--- src/rtl/wb_uart.sv ---
// wb_uart: Wishbone-attached UART with a small transmit FIFO and a
// single-byte receive holding register.
//
// Ports
//   clk_i        single clock, all logic on the rising edge
//   rst_in       synchronous active-low reset
//   cyc_i/stb_i  Wishbone cycle / strobe
//   we_i         Wishbone write enable
//   ack_o        Wishbone acknowledge (one cycle per access)
//   be_i[3:0]    byte enables (only lane 0 is meaningful)
//   adr_i        register select: 0 = DATA, 1 = STATUS
//   dat_i[31:0]  write data
//   dat_o[31:0]  read data, non-zero only in the ack cycle
//   rxd_i        asynchronous serial input, idle high
//   txd_o        serial output, idle high
//
// Bus handshake: an access is requested while cyc_i & stb_i are high and
// ack_o is low; ack_o rises the next cycle. The access takes effect (FIFO
// push, read-to-clear) only in the cycle ack_o is high, and ack_o is forced
// low afterwards, so a held strobe yields one access every two cycles.
//
// STATUS layout: bit0 tx_full, bit1 tx_idle, bit2 rx_valid, bit3 rx_overrun,
// bit4 rx_frame_err; all other bits read 0.

module wb_uart #(
    parameter int CLK_DIV    = 104,
    parameter int FIFO_DEPTH = 4
) (
    input  logic        clk_i,
    input  logic        rst_in,
    input  logic        cyc_i,
    input  logic        stb_i,
    input  logic        we_i,
    output logic        ack_o,
    input  logic [3:0]  be_i,
    input  logic        adr_i,
    input  logic [31:0] dat_i,
    output logic [31:0] dat_o,
    input  logic        rxd_i,
    output logic        txd_o
);

    localparam int          AW        = $clog2(FIFO_DEPTH);
    localparam int          CW        = AW + 1;
    localparam logic [15:0] DIV_LAST  = 16'(CLK_DIV - 1);
    localparam logic [15:0] HALF_LAST = 16'(CLK_DIV / 2 - 1);

    typedef enum logic [1:0] {TX_IDLE, TX_START, TX_DATA, TX_STOP} tx_state_t;
    typedef enum logic [1:0] {RX_IDLE, RX_START, RX_DATA, RX_STOP} rx_state_t;

    // Only byte lane 0 carries data; the rest of the bus is deliberately ignored.
    logic unused_bus_bits;
    assign unused_bus_bits = ^{be_i[3:1], dat_i[31:8]};

    // ------------------------------------------------------------------
    // Wishbone decode
    // ------------------------------------------------------------------
    logic access, wr_data, rd_data, rd_status;

    assign access    = ack_o & cyc_i & stb_i;
    assign wr_data   = access & we_i & ~adr_i & be_i[0];
    assign rd_data   = access & ~we_i & ~adr_i;
    assign rd_status = access & ~we_i & adr_i;

    always_ff @(posedge clk_i) begin
        if (!rst_in) ack_o <= 1'b0;
        else         ack_o <= cyc_i & stb_i & ~ack_o;
    end

    // ------------------------------------------------------------------
    // TX FIFO
    // ------------------------------------------------------------------
    logic [7:0]    fifo_mem [FIFO_DEPTH];
    logic [AW-1:0] wr_ptr, rd_ptr;
    logic [CW-1:0] fifo_cnt;
    logic          fifo_full, fifo_empty, push, pop;

    // Fullness is taken from the registered count, i.e. before this
    // cycle's pop, so a write to a full FIFO is dropped even if the
    // transmitter frees a slot in the same cycle.
    assign fifo_full  = (fifo_cnt == CW'(FIFO_DEPTH));
    assign fifo_empty = (fifo_cnt == '0);
    assign push       = wr_data & ~fifo_full;

    always_ff @(posedge clk_i) begin
        if (push) fifo_mem[wr_ptr] <= dat_i[7:0];
    end

    always_ff @(posedge clk_i) begin
        if (!rst_in) begin
            wr_ptr   <= '0;
            rd_ptr   <= '0;
            fifo_cnt <= '0;
        end else begin
            if (push) wr_ptr <= wr_ptr + 1'b1;
            if (pop)  rd_ptr <= rd_ptr + 1'b1;
            fifo_cnt <= fifo_cnt + CW'(push) - CW'(pop);
        end
    end

    // ------------------------------------------------------------------
    // TX FSM
    // ------------------------------------------------------------------
    tx_state_t   tx_state, tx_state_nx;
    logic [15:0] tx_cnt, tx_cnt_nx;
    logic [2:0]  tx_bit, tx_bit_nx;
    logic [7:0]  tx_shift, tx_shift_nx;
    logic        tx_idle;

    always_ff @(posedge clk_i) begin
        if (!rst_in) begin
            tx_state <= TX_IDLE;
            tx_cnt   <= '0;
            tx_bit   <= '0;
            tx_shift <= '0;
        end else begin
            tx_state <= tx_state_nx;
            tx_cnt   <= tx_cnt_nx;
            tx_bit   <= tx_bit_nx;
            tx_shift <= tx_shift_nx;
        end
    end

    always_comb begin
        tx_state_nx = tx_state;
        tx_cnt_nx   = tx_cnt + 16'd1;
        tx_bit_nx   = tx_bit;
        tx_shift_nx = tx_shift;
        pop         = 1'b0;
        txd_o       = 1'b1;
        case (tx_state)
            TX_IDLE: begin
                tx_cnt_nx = '0;
                if (!fifo_empty) begin
                    pop         = 1'b1;
                    tx_shift_nx = fifo_mem[rd_ptr];
                    tx_state_nx = TX_START;
                end
            end
            TX_START: begin
                txd_o = 1'b0;
                if (tx_cnt == DIV_LAST) begin
                    tx_cnt_nx   = '0;
                    tx_bit_nx   = '0;
                    tx_state_nx = TX_DATA;
                end
            end
            TX_DATA: begin
                txd_o = tx_shift[0];
                if (tx_cnt == DIV_LAST) begin
                    tx_cnt_nx   = '0;
                    tx_shift_nx = {1'b0, tx_shift[7:1]};
                    tx_bit_nx   = tx_bit + 3'd1;
                    if (tx_bit == 3'd7) tx_state_nx = TX_STOP;
                end
            end
            TX_STOP: begin
                if (tx_cnt == DIV_LAST) begin
                    tx_cnt_nx = '0;
                    // Chain straight into the next start bit when more
                    // data is waiting, so frames are contiguous.
                    if (!fifo_empty) begin
                        pop         = 1'b1;
                        tx_shift_nx = fifo_mem[rd_ptr];
                        tx_state_nx = TX_START;
                    end else begin
                        tx_state_nx = TX_IDLE;
                    end
                end
            end
            default: tx_state_nx = TX_IDLE;
        endcase
    end

    assign tx_idle = fifo_empty & (tx_state == TX_IDLE);

    // ------------------------------------------------------------------
    // RX synchronizer and edge detect (rx_prev is the previous synced value)
    // ------------------------------------------------------------------
    logic rx_s1, rx_s2, rx_prev;

    always_ff @(posedge clk_i) begin
        if (!rst_in) begin
            rx_s1   <= 1'b1;
            rx_s2   <= 1'b1;
            rx_prev <= 1'b1;
        end else begin
            rx_s1   <= rxd_i;
            rx_s2   <= rx_s1;
            rx_prev <= rx_s2;
        end
    end

    // ------------------------------------------------------------------
    // RX FSM
    // ------------------------------------------------------------------
    rx_state_t   rx_state, rx_state_nx;
    logic [15:0] rx_cnt, rx_cnt_nx;
    logic [2:0]  rx_bit, rx_bit_nx;
    logic [7:0]  rx_shift, rx_shift_nx;
    logic        rx_good, rx_bad;

    always_ff @(posedge clk_i) begin
        if (!rst_in) begin
            rx_state <= RX_IDLE;
            rx_cnt   <= '0;
            rx_bit   <= '0;
            rx_shift <= '0;
        end else begin
            rx_state <= rx_state_nx;
            rx_cnt   <= rx_cnt_nx;
            rx_bit   <= rx_bit_nx;
            rx_shift <= rx_shift_nx;
        end
    end

    always_comb begin
        rx_state_nx = rx_state;
        rx_cnt_nx   = rx_cnt + 16'd1;
        rx_bit_nx   = rx_bit;
        rx_shift_nx = rx_shift;
        rx_good     = 1'b0;
        rx_bad      = 1'b0;
        case (rx_state)
            RX_IDLE: begin
                rx_cnt_nx = '0;
                if (rx_prev && !rx_s2) rx_state_nx = RX_START;
            end
            RX_START: begin
                // Half a bit in: a line back high means it was a glitch.
                if (rx_cnt == HALF_LAST) begin
                    rx_cnt_nx   = '0;
                    rx_bit_nx   = '0;
                    rx_state_nx = rx_s2 ? RX_IDLE : RX_DATA;
                end
            end
            RX_DATA: begin
                if (rx_cnt == DIV_LAST) begin
                    rx_cnt_nx   = '0;
                    rx_shift_nx = {rx_s2, rx_shift[7:1]};
                    rx_bit_nx   = rx_bit + 3'd1;
                    if (rx_bit == 3'd7) rx_state_nx = RX_STOP;
                end
            end
            RX_STOP: begin
                if (rx_cnt == DIV_LAST) begin
                    rx_cnt_nx   = '0;
                    rx_state_nx = RX_IDLE;
                    if (rx_s2) rx_good = 1'b1;
                    else       rx_bad  = 1'b1;
                end
            end
            default: rx_state_nx = RX_IDLE;
        endcase
    end

    // ------------------------------------------------------------------
    // RX holding register and sticky flags
    // ------------------------------------------------------------------
    logic [7:0] rx_byte;
    logic       rx_valid, rx_overrun, rx_frame_err;

    always_ff @(posedge clk_i) begin
        if (!rst_in) begin
            rx_byte      <= '0;
            rx_valid     <= 1'b0;
            rx_overrun   <= 1'b0;
            rx_frame_err <= 1'b0;
        end else begin
            if (rx_good) rx_byte <= rx_shift;
            // A byte landing in the same cycle as a DATA read survives the
            // read; overrun only counts an unread byte being replaced.
            rx_valid     <= rx_good | (rx_valid & ~rd_data);
            rx_overrun   <= ~rd_data & (rx_overrun | (rx_good & rx_valid));
            rx_frame_err <= rx_bad | (rx_frame_err & ~rd_status);
        end
    end

    // ------------------------------------------------------------------
    // Read data
    // ------------------------------------------------------------------
    always_comb begin
        dat_o = '0;
        if (ack_o && !we_i) begin
            if (adr_i) dat_o = {27'h0, rx_frame_err, rx_overrun, rx_valid, tx_idle, fifo_full};
            else       dat_o = {24'h0, rx_byte};
        end
    end

endmodule

--- config.mk ---
export PLATFORM = sky130hd
export DESIGN_NAME = wb_uart
export DESIGN_NICKNAME = d
export VERILOG_FILES = /design/src/rtl/wb_uart.sv
export SDC_FILE = /design/constraint.sdc
export NUM_CORES = 1
export LEC_CHECK = 0
export ABC_AREA = 1
export ABC_CLOCK_PERIOD_IN_PS = 3610
export CELL_PAD_IN_SITES_DETAIL_PLACEMENT = 0
export CELL_PAD_IN_SITES_GLOBAL_PLACEMENT = 1
export CORE_MARGIN = 1.5
export CORE_UTILIZATION = 43
export CTS_BUF_LIST = sky130_fd_sc_hd__clkbuf_16
export DETAILED_ROUTE_END_ITERATION = 8
export PLACE_DENSITY_LB_ADDON = 0.1
export SYNTH_ARGS = -nofsm -noshare
export SYNTH_HDL_FRONTEND = slang
export SYNTH_SLANG_ARGS = --single-unit
--- constraint.sdc ---
create_clock -name clk_i -period 3.61 [get_ports clk_i]
set_input_delay 0.361 -clock clk_i [delete_from_list [all_inputs] [get_ports clk_i]]
set_output_delay 0.361 -clock clk_i [all_outputs]
set_load 0.03 [all_outputs]
==> Word level (Yosys, flattened, before mapping) <==
Memories as Yosys holds them, arrays and structs flattened. A register that Yosys moved wholly into a read port is not among the register bits.
Cells that the tools add are included.
{ "classes": {"n_addsub": 8, "n_eq_ne": 22, "n_mux": 45, "bitwise_logic": 25, "reduce_logical": 18} }
{ "op_table": {"columns": ["op", "n"], "rows": [
  ["$mux W16", 3],
  ["$pmux W16 S3", 1],
  ["$mux W8", 5],
  ["$add A16 B1 Y16 const B", 2],
  ["$eq A16 B7 Y1 const B", 2],
  ["$pmux W16 S2", 1],
  ["$mux W2", 13],
  ["$pmux W8 S3", 1],
  ["$ne A2 B2 Y1 const B", 10],
  ["$and A1 B1 Y1", 16],
  ["$eq A16 B6 Y1 const B", 1],
  ["$pmux W2 S4", 2],
  ["$mux W3", 4],
  ["$pmux W3 S2", 2],
  ["$mux W1", 11],
  ["$reduce_and A5 Y1", 2],
  ["$eq A3 B3 Y1 const B", 3],
  ["$reduce_and A3 Y1", 3],
  ["$eq A2 B2 Y1 const B", 4],
  ["$add A3 B1 Y3 const B", 2],
  ["$not A1 Y1", 6],
  ["$add A2 B1 Y2 const B", 2],
  ["$eq A2 B1 Y1 const B", 2],
  ["$logic_not A2 Y1", 2],
  ["12 further kinds", 18]
]} }
{ "word_totals": {"ff_bits": 80, "mem_bits_rw": 32, "out_inout_bits": 34, "mem_count": 1} }
{ "mem_list": {"columns": ["memory", "words", "word_bits", "rd", "rd_ports_with_merged_regs", "wr", "line", "source"], "rows": [
  ["fifo_mem", 4, 8, 1, 1, 1, "73", "logic [7:0] fifo_mem [FIFO_DEPTH];"]
]} }

==> Logic depth before layout (Yosys ltp) <==
Gate-level depths: netlist of run 1.
{ "depth": {"word_depth": 8, "depth_mapped": 15, "mapped_depth_nobuf": 15} }

==> Worst setup path before layout of run 1 <==
No wires, ideal clock.
{ "synth_path": {"path_type": "register to register", "start": "register ack_o", "end": "register fifo_cnt[2]", "t_arrival_ns": 2.127, "required_ns": 3.489, "path_slack_ns": 1.362, "path_stages_with_launch": 10, "n_path_buf": 0, "path_cell_list": "dfxtp_1 inv_1 nor3_1 nand4_1 ha_1 inv_1 ha_1 fa_1 o21ai_0 a21oi_1"} }
{ "synth_via": {"elab_chain_cells": 8} }
{ "synth_rtl": {"columns": ["element", "line", "source"], "rows": [
  ["start, declared", "34", "output logic ack_o,"],
  ["start signal, assigned", "67", "else ack_o <= cyc_i & stb_i & ~ack_o;"],
  ["$and A1 B1 Y1 (2 in series)", "60", "assign access = ack_o & cyc_i & stb_i;"],
  ["$and A1 B1 Y1 (3 in series)", "61", "assign wr_data = access & we_i & ~adr_i & be_i[0];"],
  ["$and A1 B1 Y1", "83", "assign push = wr_data & ~fifo_full;"],
  ["$add A3 B1 Y3", "97", "fifo_cnt <= fifo_cnt + CW'(push) - CW'(pop);"],
  ["$sub A3 B1 Y3", "97", null],
  ["end signal, assigned", "97", null],
  ["end, declared", "75", "logic [CW-1:0] fifo_cnt;"]
]} }
No other way between the ends.
A chain may end at the register's enable or synchronous reset.

==> Worst setup path after layout of run 1 <==
{ "layout_path": {"start": "register tx_state[0]", "end": "output txd_o"} }
{ "layout_via": {"elab_chain_cells": 2, "elab_cells_between_ends": 3, "classes_between": "eq/ne: 2; mux: 1"} }
{ "layout_rtl": {"columns": ["element", "line", "source"], "rows": [
  ["start, declared", "104", "tx_state_t tx_state, tx_state_nx;"],
  ["start signal, assigned", "117", "tx_state <= tx_state_nx;"],
  ["$eq A2 B2 Y1 / $eq A2 B1 Y1 (equally long branches)", "131", "case (tx_state)"],
  ["$pmux W1 S2 *", "131", null],
  ["end, declared", "40", "output logic txd_o"]
]} }
Mark *: on every way between the ends. The rest lies on a longest branch, timed or not.

==> summary by stage, run 1 <==
Synthesis
Sorting the synthesized cells by area gives the leading types as dfxtp_1 (30%), edfxtp_1 (18%), nor2_1 (8.9%). dfxtp_1 takes more of the synthesized area than any other cell. In this run, synthesis produced a sequential element count of 114. The average size of a mapped cell is 7.96 µm². The top cell type by area accounts for 30.4% of the synthesized area. The unique cell type count in the Yosys netlist is 44. The area of the mapped netlist is 0.00540 mm².

The Yosys step of the flow raised 0 warnings. The fraction of the yosys area taken by sequential cells is 48.2%. The cell count after synthesis is 678.

Setup path
The critical path startpoint category is a flip-flop. The critical path data required time is 3.25 ns. The data arrival time at the worst-slack endpoint is 2.61 ns. The top fanout value on the critical path is 18. STA classifies the critical path endpoint as an output port. The critical path in this run is classified as flip-flop to output port.

STA
The largest clock skew in the final design is between 0.006 and 0.007 ns. Based on the critical path, the design can be clocked at up to 337 MHz. In the finished design, the share of the clock period the worst path needs comes to 82.3%. The final-report max-slew violation count came to 0.

Setup violations remaining at the end of the flow were counted as 0. The slew at the pin closest to its max-slew limit is 0.573 ns. After routing, the total negative slack on setup checks comes to 0 ns. The worst pin sits at a relative slew slack of 61.8%. The number of hold-slack violations in the final timing report is 0. Setup repair after global routing left no endpoint under its margin.

After layout, the minimum clock period comes to 2.97 ns.

Clocking
In this run the deepest clock path goes through 2 buffers. The TritonCTS sink count is approximately 110. Clock-pin slew was measured on the worst setup and hold paths at about 0.050 ns. For the worst-skew pair, the clock arrives at the later sink with an insertion delay of 0.41 ns. CTS placed an instance of clkbuf_16 at the clock tree root. Post-CTS repair changed the size of 0 cells. The clock tree from TritonCTS is built.

The hold buffer count at cts is 0. CTS built an H-tree with a depth of 4. Once the clock tree was built, the setup fixing pass inserted 0 buffers. TritonCTS created 17 clock buffers.

Global route
The global-route usage over all layers is 17.1%. The global-route wire length before repair is 17700 µm. The initial antenna violation count is 0. For this run the aggregate overflow at the end of global routing stands at 0. The number of global-route vias before repair came to ~4k.

The largest net degree at the start of global routing is 32.

Place
The number of port buffers is 25. The area after detailed placement is 0.00574 mm². The global placement routability congestion is 0.765. After detailed placement, the design holds a cell count of roughly 860.

The detailed-placement wirelength estimate is 7110 µm.

Detailed routing
The routed length per placed instance is around 11 µm. Dividing the detail-routed via count by the number of cells gives 4.63. Before antenna repair, the detailed router went through 4 iterations.

The detailed-route via count is 4144. The DRC violation total after the first TritonRoute iteration is 182. The final layout contains routed wiring with a total length of 10100 µm.

The count of nets left with antenna violations once routing finished came out at 0. After detailed routing, the number of remaining DRC violations is 0.

Floorplanning
In this run the vertical extent of the chip is 115 µm. The floorplan die area is 0.0132 mm². In this run the count of I/O pins placed on the die edge is 77. Measured along the x axis, the die boundary spans 115 µm. The core area is 0.0121 mm². The initial core utilization is 44.6%. The floorplan row count is 40.

Finish
Compared with the post-synthesis result, the final layout area differs by 17.3%. The number of antenna repair diodes is 0. The final core area utilization is 52.3%. The final-stage net count is 776.

The fraction of layout cells with a size suffix above 1 is under 10%. The number of cells in the finished layout apart from fillers is 895. The layout filler cell count is 1186. After routing the design area is 0.00633 mm².

Hold path
The path category of the worst min-delay check is flip-flop to flip-flop.

Outcome
The run finished with clean final reports.

Flow run
Max-cap violations in this run came to 0.

Power and ir drop
The total power of the final layout is approximately 4 mW. Dividing total power by cell area gives a power density of about 630 mW/mm². In this run the static leakage power is 2.56 nW. The worst voltage drop across the vdd grid is 387 µV.
==> cell usage in the layout, fill, tap and decap left out, types with 11 or more instances in the layout <==
cell               n
nor3_1            13
dfxtp_1           82
nand2_1          121
conb_1            24
inv_1             70
a21oi_1           31
o21ai_0           51
clkdlybuf4s50_1   25
clkbuf_16         17
nor2_1           128
ha_1              18
nand3_1           22
edfxtp_1          32
nand4_1           11
==> flip-flops by register name (all words and copies together) (netlist names), 3 cells and up, named ones only <==
name,cells
fifo_mem,32
rx_cnt,16
tx_cnt,16
rx_byte,8
rx_shift,8
tx_shift,8
fifo_cnt,3
rx_bit,3
tx_bit,3
==> cell type report <==
class,instances,area (µm²),area share [%]
multi-input combinational,473,2340,36.9
inverter,77,292,4.60
timing repair buffer,31,295,4.66
tap,168,210,3.32
sequential,114,2600,41.1
clock inverter,15,170,2.69
clock buffer,17,425,6.72
==> metrics by stage <==
stage / hold WS [ns] / setup WS, ns
3_5_place_dp: 0.402 / 0.744
4_1_cts: 0.415 / 0.620
5_1_grt: 0.419 / 0.502
3_3_place_gp: 0.396 / 0.775
6_report: 0.411 / 0.639
2_1_floorplan: 0.393 / 1.36
==> cells by family (layout without fill, tap and decap cells) <==
family / after synthesis / count (layout) / synth area share, %
AO/OA/AOI/OAI: 97 / 97 / 9.62
XOR/XNOR: 13 / 13 / 2.11
adder cells (fa/ha/maj): 19 / 19 / 4.54
buffers and inverters: 114 / 140 / 10.1
flip-flops: 114 / 114 / 48.2
other: 1 / 24 / 0.0695
AND/OR/NAND/NOR: 320 / 320 / 25.4
==> cells in the mapped netlist (all sizes together) <==
cell type and instances:
o21bai 1, nand4 11, inv 73, and3 1, a211oi 1, ha 18, clkbuf 7, xnor2 4
or3 1, nand3b 1, o311ai 1, or2 6, nor3b 3, dfxtp 82, a31oi 3, nand3 23
edfxtp 32, o31ai 1, conb 1, nor2 131, clkinv 4, o21a 1, o211a 1, a21oi 32
nand2 129, buf 30, nor3 14, fa 1, xor2 9, a211o 1, o21ai 55
==> per-layer routing <==
metal	GRT usage [%]	up-vias	wire length, µm
li1	-	2207	-
met1	21.4	1852	4800
met2	28.1	68	4770
met3	4.38	17	389
met4	7.33	0	186
met5	0	-	0
==> critical path: stages, from the launching register on <==
cell and delay (ns):
dfxtp_1 0.35, inv_1 0.13, ha_1 0.26, clkinv_1 0.39
o21ai_0 0.35, clkdlybuf4s50_1 0.71
==> path summary, 6_finish.rpt <==
path                     from          end  slack (ns)  depth (start not counted)
hold reg to reg         rx_s1        rx_s2        0.41                          1
setup reg to reg  tx_state[0]  fifo_cnt[1]        1.19                         11
setup / recovery  tx_state[0]        txd_o        0.64                          5
hold / removal          rx_s1        rx_s2        0.41                          1
==> power breakdown <==
group / total, mW / switching (mW) / internal [mW]
combinational: 0.863 / 0.564 / 0.299
sequential: 1.48 / 0.0694 / 1.41
clock: 1.66 / 0.585 / 1.08
Power figures use the tool's default switching activity.
==> inputs of run 2 (changes only) <==
- ABC_CLOCK_PERIOD_IN_PS: 3610 -> 2480
- CORE_UTILIZATION: 43 -> 36
- clock period: 3.61 -> 2.48 ns (I/O delays scaled with it)
==> run 2 against run 1 <==
Combinational power rose by 58%. Die area rose by 19%. Count of clock-buffer cells in the layout did not move. Sequential cell count did not move. Wire length rose by 5.5%. Largest cell class unchanged.
==> summary by stage, run 2 (synthesis results as in run 1) <==
Outcome
Outcome: finished, final reports clean (unchanged).

STA
The clock period could shrink to 2.31 ns. The final-report max-slew violation count came to 0 (unchanged). The final worst-path cycle share is 93.3%. Derived from the worst setup path, the maximum achievable clock frequency is approximately 430 MHz.

The number of hold-slack violations in the final timing report came to 0 (unchanged). The worst slew slack as a fraction of its limit is 63.6% (was 61.8%). The largest clock skew in the final design came to 0.00753 ns (was 0.00635 ns). The final total negative setup slack came to 0 ns (unchanged). The total of endpoints with negative setup slack in the final report came to 0 (unchanged). The slew at the pin closest to its max-slew limit is 0.545 ns (was 0.573 ns). RSZ-0062 raised after global routing: false (unchanged).

Hold path
The count of cells along the worst hold path was 2 (was 1). The path category of the worst min-delay check is input pin to flip-flop (was flip-flop to flip-flop). The hold path endpoint is rx_s1 (was rx_s2). The start point of the worst hold path is rxd_i (was rx_s1).

Finish
The number of antenna repair diodes is 0 (unchanged). The area added between synthesis and finish is 19.1% (was 17.3%). The layout filler cell count was 1448 (was 1186).

The flip-flop count of the largest register after layout is 32 (unchanged). Largest registers: fifo_mem (32), rx_cnt (16), tx_cnt (16) (unchanged). Leading cell types in the layout, fill and taps excluded: nor2_1 (128), nand2_1 (120), dfxtp_1 (81) (was nor2_1 (128), nand2_1 (121), dfxtp_1 (82)). The leading cell type in the layout, fill and taps excluded is nor2_1 (unchanged).

The largest register by flop count is fifo_mem (unchanged). The fraction of layout cells with a size suffix above 1 is 10.3% (was 8.53%). The final-stage net count was 784 (was 776).

Clocking
The clock slew seen by the registers of the worst setup and hold paths came to 0.05 ns (about the same). The hold buffer count at cts is 0 (unchanged). The maximum level of the CTS H-tree is 4 (unchanged). The clock tree from TritonCTS is built (unchanged). The number of buffers on the longest clock path is 2 (unchanged). The clock buffer count from CTS is 17 (unchanged). The root cell of the clock tree is clkbuf_16 (unchanged).

The clock insertion delay at the later pin of the skew report is 0.41 ns (about the same). The TritonCTS sink count is 114 (unchanged).

Setup path
The critical path startpoint category is a flip-flop (unchanged). The worst reg2reg path depth was 15 (was 11). The internal reg-to-reg setup slack is 0.19 ns (was 1.19 ns). The kind of end point of the critical path is an output port (unchanged). The destination of the worst register-to-register timing path is fifo_cnt[2] (was fifo_cnt[1]). The worst setup path category is flip-flop to output port (unchanged).

The critical path data required time is 2.23 ns (was 3.25 ns). The start of the worst register-to-register path is tx_cnt[0] (was tx_state[0]). The data arrival time at the worst-slack endpoint is 2.07 ns (was 2.61 ns). The top fanout value on the critical path was 3 (was 18).

Detailed routing
The DRC violation total after the first TritonRoute iteration was 196 (was 182). The routed length per placed instance came to 11.6 µm (was 11.3 µm). The wire length reported by the detailed router is 10700 µm (was 10100 µm). The via density per instance is 4.56 (was 4.63).

The residual antenna-violating net count after detailed routing is 0 (unchanged). The number of iterations in the first detailed-routing pass is 4 (unchanged). The final routed DRC violation total is 0 (unchanged). The detailed-route via count is 4192 (was 4144).

Floorplanning
The floorplan die area is 0.0157 mm² (was 0.0132 mm²). The die width was 125 µm (was 115 µm). The core area is 0.0146 mm² (was 0.0121 mm²). The initial core utilization is 37.0% (was 44.6%). The die extent in y was 125 µm (was 115 µm).

The number of I/O pins came to 77 (unchanged). The floorplan row count came to 44 (was 40).

Power and ir drop
The internal power contribution is 4.09 mW (was 2.79 mW). The share of power burned in registers is 35.9% (was 37.0%). The proportion of power drawn by the clock network is 41.1% (was 41.4%). The combinational group share of total power is 23.0% (was 21.5%).

The worst voltage drop across the vdd grid is 570 µV (was 387 µV). The switching part of the total is 31.0% (was 30.4%). The leakage power is 2.69 nW (was 2.56 nW).

The switching component of the power is 1.84 mW (was 1.22 mW). The total power of the final layout is 5.93 mW (was 4.01 mW). The power per cell area was 921 mW/mm² (was 633 mW/mm²).

Global route
The global-route wire length before repair is 18400 µm (was 17700 µm). The largest net degree at the start of global routing is 32 (unchanged). The initial antenna violation count is 0 (unchanged). The global route total overflow was 0 (unchanged).

The global-route usage over all layers is 14.6% (was 17.1%). The number of global-route vias before repair was 3979 (was 3923).

Place
The number of port buffers is 25 (unchanged). The global placement routability congestion is 0.764 (was 0.765). The detailed-placement wirelength estimate is 7550 µm (was 7110 µm).

Flow run
The max capacitance violation total is 0 (unchanged).
-- run 2: cell types whose count changed in the layout (fill, tap and decap cells not counted), sizes merged --
cell | before | now
clkinvlp | 5 | 6
clkinv | 9 | 8
dlymetal6s2s | 0 | 5
clkdlybuf4s50 | 25 | 19
buf | 6 | 14
dlygate4sd2 | 0 | 1
-- run 2: per-layer routing --
metal / global-route usage [%] / wire [µm] / vias to the layer above
met5: 0 / 0 / -
met1: 18.1 / 5120 / 1894
met3: 3.89 / 353 / 11
met2: 23.9 / 5070 / 58
met4: 6.42 / 161 / 0
li1: - / - / 2229
-- run 2: final cells by class --
type / count / area (µm²) / area share [%]
clock buffers: 17 / 425 / 6.61
clock inverters: 15 / 170 / 2.65
inverters: 77 / 292 / 4.53
multi-input cells: 473 / 2340 / 36.5
flip-flops and latches: 114 / 2600 / 40.5
well taps: 184 / 230 / 3.58
repair buffers: 39 / 367 / 5.70
-- run 2: power groups by stage --
stage | clock network [mW] | registers [mW] | logic [mW]
after floorplan | 0 | 2.15 | 1.10
after global placement | 0 | 2.16 | 1.34
after detailed placement | 0 | 2.17 | 1.37
after CTS | 2.49 | 2.13 | 1.36
after global routing | 2.59 | 2.14 | 1.59
final | 2.44 | 2.13 | 1.36
-- run 2: stage by stage --
step	hold slack, ns	utilization (%)	worst slack (ns)	instance area (µm²)	std cells
final	0.400	44.1	0.167	6430	919
after global routing	0.404	44.1	0.00308	6430	919
after CTS	0.390	43.9	0.0485	6410	919
after detailed placement	0.402	39.9	0.0663	5820	887
after global placement	0.400	39.9	0.118	5820	887
after floorplan	0.347	-	0.232	5490	701
-- run 2: how the worst max path moves through the flow --
stage / slack [ns] / start / endpoint / cells past startpoint
global placement: 0.12 / stb_i / fifo_cnt[2] / 10
global route: 0.003 / ack_o / dat_o[0] / 5
finish: 0.17 / fifo_cnt[1] / dat_o[1] / 6
detailed placement: 0.07 / tx_state[1] / fifo_cnt[1] / 11
floorplan: 0.23 / ack_o / fifo_cnt[2] / 9
CTS: 0.05 / tx_state[1] / fifo_cnt[1] / 11
-- run 2: worst max-delay path, cell delays in order (launching register included) --
cell             delay, ns
dfxtp_1               0.32
inv_1                 0.11
nand3b_1              0.15
inv_1                 0.12
nand2_1               0.11
a21oi_1               0.16
clkdlybuf4s50_1       0.69
-- run 2: repair_timing --
item,in CTS,in global routing
setup buffers,0,0
resized for setup,1,11
setup endpoints to repair,1,7
==> inputs of run 3 (changes only) <==
- ABC_CLOCK_PERIOD_IN_PS: 2480 -> not set
==> results of run 3 <==
Final layout, timing and power as in run 2 (identical DEF).
